[src/rtl/mem_arb_pkg.sv]
// Shared types for the two-master memory bus arbiter.
// Provides ORDER encodings, the master ID type and the command payload struct.
package mem_arb_pkg;

    localparam int unsigned ADDR_W  = 32;
    localparam int unsigned DATA_W  = 32;
    localparam int unsigned RDATA_W = 64;
    localparam int unsigned MASK_W  = 4;

    typedef enum logic [1:0] {
        ORDER_BYTE = 2'h0,
        ORDER_HALF = 2'h1,
        ORDER_WORD = 2'h2,
        ORDER_NONE = 2'h3
    } order_e;

    typedef logic master_id_t;

    localparam master_id_t ID_M0 = 1'b0;
    localparam master_id_t ID_M1 = 1'b1;

    typedef struct packed {
        order_e              order;
        logic [MASK_W-1:0]   mask;
        logic                rw;
        logic [ADDR_W-1:0]   addr;
        logic [DATA_W-1:0]   data;
    } cmd_t;

endpackage

[src/rtl/mem_arb_id_fifo.sv]
// In-order FIFO of master IDs for outstanding reads.
// Ports: iCLOCK/inRESET (sync active-low), i_push/i_push_id write side,
//        i_pop read side, o_head current head ID, o_full/o_empty status.
// Push and pop in the same cycle leave the occupancy unchanged.
import mem_arb_pkg::*;

module mem_arb_id_fifo #(
    parameter int unsigned P_DEPTH = 4,
    parameter int unsigned P_ID_W  = $clog2(P_DEPTH)
) (
    input  logic       iCLOCK,
    input  logic       inRESET,
    input  logic       i_push,
    input  master_id_t i_push_id,
    input  logic       i_pop,
    output master_id_t o_head,
    output logic       o_full,
    output logic       o_empty
);

    localparam int unsigned CNT_W = P_ID_W + 1;

    master_id_t         r_mem [P_DEPTH];
    logic [P_ID_W-1:0]  r_wr_ptr;
    logic [P_ID_W-1:0]  r_rd_ptr;
    logic [CNT_W-1:0]   r_count;

    // Pointers and occupancy; pointers wrap naturally since depth is a power of 2.
    always_ff @(posedge iCLOCK) begin
        if (!inRESET) begin
            r_wr_ptr <= '0;
            r_rd_ptr <= '0;
            r_count  <= '0;
        end else begin
            if (i_push) r_wr_ptr <= r_wr_ptr + P_ID_W'(1);
            if (i_pop)  r_rd_ptr <= r_rd_ptr + P_ID_W'(1);
            r_count <= r_count + CNT_W'(i_push) - CNT_W'(i_pop);
        end
    end

    // ID storage; contents are don't-care while empty.
    always_ff @(posedge iCLOCK) begin
        if (i_push) r_mem[r_wr_ptr] <= i_push_id;
    end

    assign o_head  = r_mem[r_rd_ptr];
    assign o_full  = (r_count == CNT_W'(P_DEPTH));
    assign o_empty = (r_count == '0);

endmodule

[src/rtl/mem_bus_arbiter.sv]
// Two-master arbiter for the shared core memory bus port.
// Ports: iCLOCK/inRESET (sync active-low); iM0_*/oM0_* and iM1_*/oM1_* master
//        command and return channels; oMEMORY_*/iMEMORY_* memory side;
//        oERR_ORPHAN sticky flag for a read return with nothing outstanding.
// Command path is a zero-latency mux of the granted master. Read returns are
// routed in order using an ID FIFO. All outputs are forced to 0 during reset.
// Build option: MEM_ARB_ROUND_ROBIN_EN selects round-robin grant instead of
// fixed priority (M0 over M1).
import mem_arb_pkg::*;

module mem_bus_arbiter #(
    parameter int unsigned P_OUTSTANDING = 4,
    parameter int unsigned P_ID_W        = $clog2(P_OUTSTANDING)
) (
    input  logic                iCLOCK,
    input  logic                inRESET,
    input  logic                iM0_REQ,
    output logic                oM0_LOCK,
    input  logic [1:0]          iM0_ORDER,
    input  logic [MASK_W-1:0]   iM0_MASK,
    input  logic                iM0_RW,
    input  logic [ADDR_W-1:0]   iM0_ADDR,
    input  logic [DATA_W-1:0]   iM0_DATA,
    output logic                oM0_VALID,
    input  logic                iM0_BUSY,
    output logic [RDATA_W-1:0]  oM0_DATA,
    input  logic                iM1_REQ,
    output logic                oM1_LOCK,
    input  logic [1:0]          iM1_ORDER,
    input  logic [MASK_W-1:0]   iM1_MASK,
    input  logic                iM1_RW,
    input  logic [ADDR_W-1:0]   iM1_ADDR,
    input  logic [DATA_W-1:0]   iM1_DATA,
    output logic                oM1_VALID,
    input  logic                iM1_BUSY,
    output logic [RDATA_W-1:0]  oM1_DATA,
    output logic                oMEMORY_REQ,
    input  logic                iMEMORY_LOCK,
    output logic [1:0]          oMEMORY_ORDER,
    output logic [MASK_W-1:0]   oMEMORY_MASK,
    output logic                oMEMORY_RW,
    output logic [ADDR_W-1:0]   oMEMORY_ADDR,
    output logic [DATA_W-1:0]   oMEMORY_DATA,
    input  logic                iMEMORY_VALID,
    output logic                oMEMORY_BUSY,
    input  logic [RDATA_W-1:0]  iMEMORY_DATA,
    output logic                oERR_ORPHAN
);

    logic       r_hold_vld;
    master_id_t r_hold_id;
    logic       r_err_orphan;
`ifdef MEM_ARB_ROUND_ROBIN_EN
    master_id_t r_rr_ptr;
`endif

    cmd_t       w_cmd0, w_cmd1, w_cmd, w_cmd_out;
    master_id_t w_sel;
    logic       w_req_gnt, w_blocked, w_mem_req, w_accept, w_push, w_pop;
    logic       w_fifo_full, w_fifo_empty, w_head_busy;
    master_id_t w_head;

    assign w_cmd0 = '{order: order_e'(iM0_ORDER), mask: iM0_MASK, rw: iM0_RW,
                      addr: iM0_ADDR, data: iM0_DATA};
    assign w_cmd1 = '{order: order_e'(iM1_ORDER), mask: iM1_MASK, rw: iM1_RW,
                      addr: iM1_ADDR, data: iM1_DATA};

    // Grant select: an active hold wins while its holder still requests.
    always_comb begin
        w_sel = ID_M0;
        if (r_hold_vld && ((r_hold_id == ID_M1) ? iM1_REQ : iM0_REQ))
            w_sel = r_hold_id;
`ifdef MEM_ARB_ROUND_ROBIN_EN
        else if (iM0_REQ && iM1_REQ)
            w_sel = r_rr_ptr;
`endif
        else if (!iM0_REQ && iM1_REQ)
            w_sel = ID_M1;
    end

    assign w_req_gnt = (w_sel == ID_M1) ? iM1_REQ : iM0_REQ;
    assign w_cmd     = (w_sel == ID_M1) ? w_cmd1 : w_cmd0;
    // Full is the registered occupancy, so a same-cycle pop never unblocks a read.
    assign w_blocked = !w_cmd.rw && w_fifo_full;
    assign w_mem_req = inRESET && w_req_gnt && !w_blocked;
    assign w_accept  = w_mem_req && !iMEMORY_LOCK;
    assign w_push    = w_accept && !w_cmd.rw;

    assign w_head_busy = (w_head == ID_M1) ? iM1_BUSY : iM0_BUSY;
    assign w_pop       = inRESET && iMEMORY_VALID && !w_fifo_empty && !w_head_busy;

    // Hold the grant across a memory stall; drops on accept or request withdrawal.
    always_ff @(posedge iCLOCK) begin
        if (!inRESET) begin
            r_hold_vld <= 1'b0;
            r_hold_id  <= ID_M0;
        end else begin
            r_hold_vld <= w_req_gnt && iMEMORY_LOCK;
            r_hold_id  <= w_sel;
        end
    end

`ifdef MEM_ARB_ROUND_ROBIN_EN
    // Round-robin pointer moves to the other master after every accept.
    always_ff @(posedge iCLOCK) begin
        if (!inRESET)      r_rr_ptr <= ID_M0;
        else if (w_accept) r_rr_ptr <= ~w_sel;
    end
`endif

    // Sticky orphan-return flag.
    always_ff @(posedge iCLOCK) begin
        if (!inRESET)                          r_err_orphan <= 1'b0;
        else if (iMEMORY_VALID && w_fifo_empty) r_err_orphan <= 1'b1;
    end

    mem_arb_id_fifo #(
        .P_DEPTH (P_OUTSTANDING),
        .P_ID_W  (P_ID_W)
    ) u_id_fifo (
        .iCLOCK    (iCLOCK),
        .inRESET   (inRESET),
        .i_push    (w_push),
        .i_push_id (w_sel),
        .i_pop     (w_pop),
        .o_head    (w_head),
        .o_full    (w_fifo_full),
        .o_empty   (w_fifo_empty)
    );

    assign w_cmd_out     = inRESET ? w_cmd : '0;
    assign oMEMORY_REQ   = w_mem_req;
    assign oMEMORY_ORDER = w_cmd_out.order;
    assign oMEMORY_MASK  = w_cmd_out.mask;
    assign oMEMORY_RW    = w_cmd_out.rw;
    assign oMEMORY_ADDR  = w_cmd_out.addr;
    assign oMEMORY_DATA  = w_cmd_out.data;

    assign oM0_LOCK = inRESET && iM0_REQ && ((w_sel != ID_M0) || iMEMORY_LOCK || w_blocked);
    assign oM1_LOCK = inRESET && iM1_REQ && ((w_sel != ID_M1) || iMEMORY_LOCK || w_blocked);

    assign oM0_VALID    = inRESET && iMEMORY_VALID && !w_fifo_empty && (w_head == ID_M0);
    assign oM1_VALID    = inRESET && iMEMORY_VALID && !w_fifo_empty && (w_head == ID_M1);
    assign oM0_DATA     = inRESET ? iMEMORY_DATA : '0;
    assign oM1_DATA     = inRESET ? iMEMORY_DATA : '0;
    assign oMEMORY_BUSY = inRESET && !w_fifo_empty && w_head_busy;
    assign oERR_ORPHAN  = r_err_orphan;

endmodule
[config.mk]
export PLATFORM = sky130hd
export DESIGN_NAME = mem_bus_arbiter
export DESIGN_NICKNAME = d
export VERILOG_FILES = /design/src/rtl/mem_arb_pkg.sv /design/src/rtl/mem_arb_id_fifo.sv /design/src/rtl/mem_bus_arbiter.sv
export SDC_FILE = /design/constraint.sdc
export NUM_CORES = 1
export LEC_CHECK = 0
export ABC_AREA = 1
export BUFFER_PORTS_ARGS = -buffer_cell sky130_fd_sc_hd__buf_2
export CELL_PAD_IN_SITES_DETAIL_PLACEMENT = 0
export CELL_PAD_IN_SITES_GLOBAL_PLACEMENT = 1
export CORE_AREA = 2 2 165 167
export CTS_CLUSTER_DIAMETER = 40
export CTS_CLUSTER_SIZE = 25
export DETAILED_ROUTE_END_ITERATION = 7
export DIE_AREA = 0 0 167 169
export PLACE_DENSITY_LB_ADDON = 0.3
export RECOVER_POWER = 25
export SYNTH_ARGS = -nofsm -noshare
export SYNTH_HDL_FRONTEND = slang
export SYNTH_SLANG_ARGS = --single-unit
[constraint.sdc]
create_clock -name iCLOCK -period 5.1 [get_ports iCLOCK]
set_input_delay 0.765 -clock iCLOCK [delete_from_list [all_inputs] [get_ports iCLOCK]]
set_output_delay 0.765 -clock iCLOCK [all_outputs]
set_load 0.005 [all_outputs]
==> impl_results.md <==
* Distinct cell type count of the synthesized netlist at 29
* Family of cells with the greatest summed delay on the critical path: buffers and inverters
* Capturing element of the worst setup path: oMEMORY_DATA[13]
* Via-to-Cell Ratio at between 3 and 4
* Die boundary width at 167 um
* Clock input transition at the sequential cells of the worst setup and hold paths at ~0.05 ns
* Post-CTS sizing at 0
* Via count of the first global-routing pass at 3925
* Post-synth EDFFs at 4
* Synthesized area at between 2000 and 3000 um2
* Final antenna diode count at 0
* Count of input and output buffers at 419
* Shortest clock period the worst path allows after layout at between 3 and 4 ns
* ANT nets after route at 0
* Most common cell after layout, fill and taps aside: buf_2
* Initial DRC Count at between 150 and 200
* Number of synthesized register bits at 16
* Startpoint types: input pin
* Post-CTS setup buffer count at 0
* Cell chosen for the clock root: clkbuf_16
* Final #Nets at between 1k and 1.5k
* Area of the multi-input gates at ~1500 um2
* Clock buffer count from CTS at 3
* Count of boundary I/O pins at 420
* Power Internal at between 0.0004 and 0.0005 W
* Mean instance size in the synthesized netlist at 5.36 um2
* Starting utilization of the core area at between 10 and 15%
* Maximum number of pins on one net before global-route repair at between 90 and 100
* Fraction of power consumed by combinational cells at 53.9%
* Register-to-register path setup slack at roughly 2.0 ns
* Dominant cell type by area after synthesis: nor2_1
* Area added between synthesis and finish at 65.1%
* Portion of the clock cycle consumed by the worst path in the final layout at about 68%
* Post-route worst setup slack at 1.62 ns
* Remaining DRCs at 0
* Switching fraction of total power at ~37%
* Cell area power density at about 130 nW/um2
* Avg WL per Cell at approximately 11 um
* Floorplan die area at 28200 um2
* Worst rel slew slack at 43.4%
* Arrival time of data at the critical path endpoint at roughly 2.7 ns
* Reported leakage power at approximately 3.3 nW
* Clock latency on the worst-skew pair at approximately 0.24 ns
* Total clock sinks at 16
* Highest-count cells in the layout ignoring fill and taps: buf_2, nor2_1, inv_1, nand2_1, o21ai_0
* Number of detailed-routing iterations run before antenna repair at 4
* Sequential share of power at between 20% and 30%
* Final setup violation count at 0
* Net switching power at between 0.0002 and 0.00025 W
* Total global routing track utilization at 8.85%
* Share of layout cells above drive strength 1 at between 40% and 50%
* WP data required at roughly 4.3 ns
* Crit path largest cell delay at ~0.85 ns
* Number of antenna violations at the first check in global routing at 1
* Part of the power in the clock network at 24.0%
* Overall via count from detail_route at between 4k and 5k
* Max-slew violation count at 0
* Mapped Nets at 769
* Chip height at 169 um
* # rows at 60
* Reg-to-reg startpoint: r_hold_vld
* Estimated wirelength of the detail-placed design at between 10000 and 15000 um
* Top-area cell type share of the netlist area at 19.8%
* Critical path startpoint: iM0_REQ
* Class of the tightest hold or removal check: flop to flop
* Worst vdd rail ir drop at approximately 0.0001 V
* Actual transition at the worst max-transition pin at about 0.85 ns
* Sequence of cells on the critical path: buf_2, nand2_1, nand2_1, inv_4, nor2_1, nor2_1, buf_2
* Max-cap violations at 0
* Max frequency at roughly 0.29 GHz
* Routability Congestion at about 0.84
* Flip-flop and latch area at between 300 and 400 um2
* Clock Tree Buf Depth at 2
* Sequential share of the synthesized area at about an eighth
* Critical Path Fanout Max at 75
* Overall overflow remaining after global route at 0
* Global-route wire length before repair at between 20000 and 25000 um
* Mapped Cells at about 550
* Top cells by area, synth: nor2_1, buf_4, o21ai_0
* Setup repair after global routing missed its margin: no
* Pwr Total at around 0.00064 W
* TritonCTS clock tree: yes
* Final Routed Wirelength at approximately 14000 um
* Number of fill cells at around 3.1k
* Number of stages on the worst setup path at 7
* Post-placement worst setup slack at around 1.9 ns
* Met1 demand-to-capacity share in global routing at a little over 10%
* Total negative slack for setup checks at 0 ns
* Number of H-tree levels at 1
* Warnings, synthesis at 0
* Endpoint of the worst register-to-register path: u_id_fifo.r_count[2]
* Endpoints failing hold at 0
* Busiest metal layer after global routing: met2
* Worst path bufs/invs at 3
* Met3 usage in global routing at under 10%
* Worst r2r path cells at 14
* Cell with the largest stage delay on the worst path: inv_4
* Outcome: finished, final reports clean
* Share of synthesized registers carrying an async set or reset at 0%
* Worst clock skew on the final layout at just over 0.0008 ns
* Element type at the critical path end: output port
* CTS hold repair buffers at 0
* Top_reg_cell synth: dfxtp_1
* Critical path class: input pin to output port
* Global routing met2 resource utilization at ~17%
* Area of the core at 26500 um2
-- synth_stat cells, types with 2 or more instances --
cell type	count
o21ai_0	71
a31oi_1	2
nand2_1	85
xor2_1	2
clkbuf_2	6
nand3b_1	2
nor2_1	155
ha_1	6
nand3_1	4
clkbuf_1	7
nand2_2	7
dfxtp_1	12
buf_6	2
buf_4	72
edfxtp_1	4
buf_2	7
a21oi_1	5
inv_1	88
-- worst min-delay path by stage --
stage / slack, ns / cells past startpoint / end / startpoint
floorplan: 0.42 / 1 / u_id_fifo.r_count[2] / u_id_fifo.r_count[2]
global placement: 0.44 / 2 / oERR_ORPHAN / oERR_ORPHAN
detailed placement: 0.44 / 2 / oERR_ORPHAN / oERR_ORPHAN
CTS: 0.45 / 2 / oERR_ORPHAN / oERR_ORPHAN
global route: 0.48 / 1 / u_id_fifo.r_count[2] / u_id_fifo.r_count[2]
finish: 0.45 / 2 / oERR_ORPHAN / oERR_ORPHAN
-- layer usage --
layer / share of wire, % / up-vias
li1: - / 2222
met1: 40 / 1785
met2: 52 / 229
met3: 6.7 / 15
met4: 1.4 / 0
met5: 0 / -
-- final cells by class --
type / instances / area share, %
multi-input combinational: 348 / 31.7
clock buffer: 3 / 1.55
clock inverter: 1 / 0.0774
inverter: 89 / 6.94
sequential: 16 / 7.43
timing repair buffer: 421 / 43.5
tap: 341 / 8.80
-- logic make-up after synthesis --
kind of cell / count (synthesis) / share of synthesized area, %
buf+inv: 184 / 34.2
flops: 16 / 12.3
compound gates: 78 / 13.4
fa+ha+maj: 7 / 3.24
xor+xnor: 2 / 0.597
simple gates: 261 / 36.3
-- power groups by stage --
stage | combinational, W | clock [W] | sequential, W
after floorplan | 0.000193 | 0 | 0.000143
after global placement | 0.000360 | 0 | 0.000144
after detailed placement | 0.000355 | 0 | 0.000144
after CTS | 0.000356 | 0.000157 | 0.000141
after global routing | 0.000389 | 0.000163 | 0.000142
final | 0.000343 | 0.000153 | 0.000141
-- tightest hold or removal path, stage by stage, from the launching register on --
cell and delay (ns):
dfxtp_1 0.30, inv_1 0.04, a21oi_1 0.05
-- metrics by stage --
| stage | util [%] | cells | hold WS (ns) | instance area, um2 |
|---|---|---|---|---|
| 6_report | 18.3 | 1219 | 0.451 | 4850 |
| 5_1_grt | 18.3 | 1219 | 0.478 | 4850 |
| 4_1_cts | 18.5 | 1219 | 0.453 | 4900 |
| 3_5_place_dp | 18.2 | 1215 | 0.445 | 4820 |
| 3_3_place_gp | 18.2 | 1215 | 0.437 | 4820 |
| 2_1_floorplan | - | 548 | 0.422 | 2940 |
Note: power is estimated with default switching activity, not from simulation.
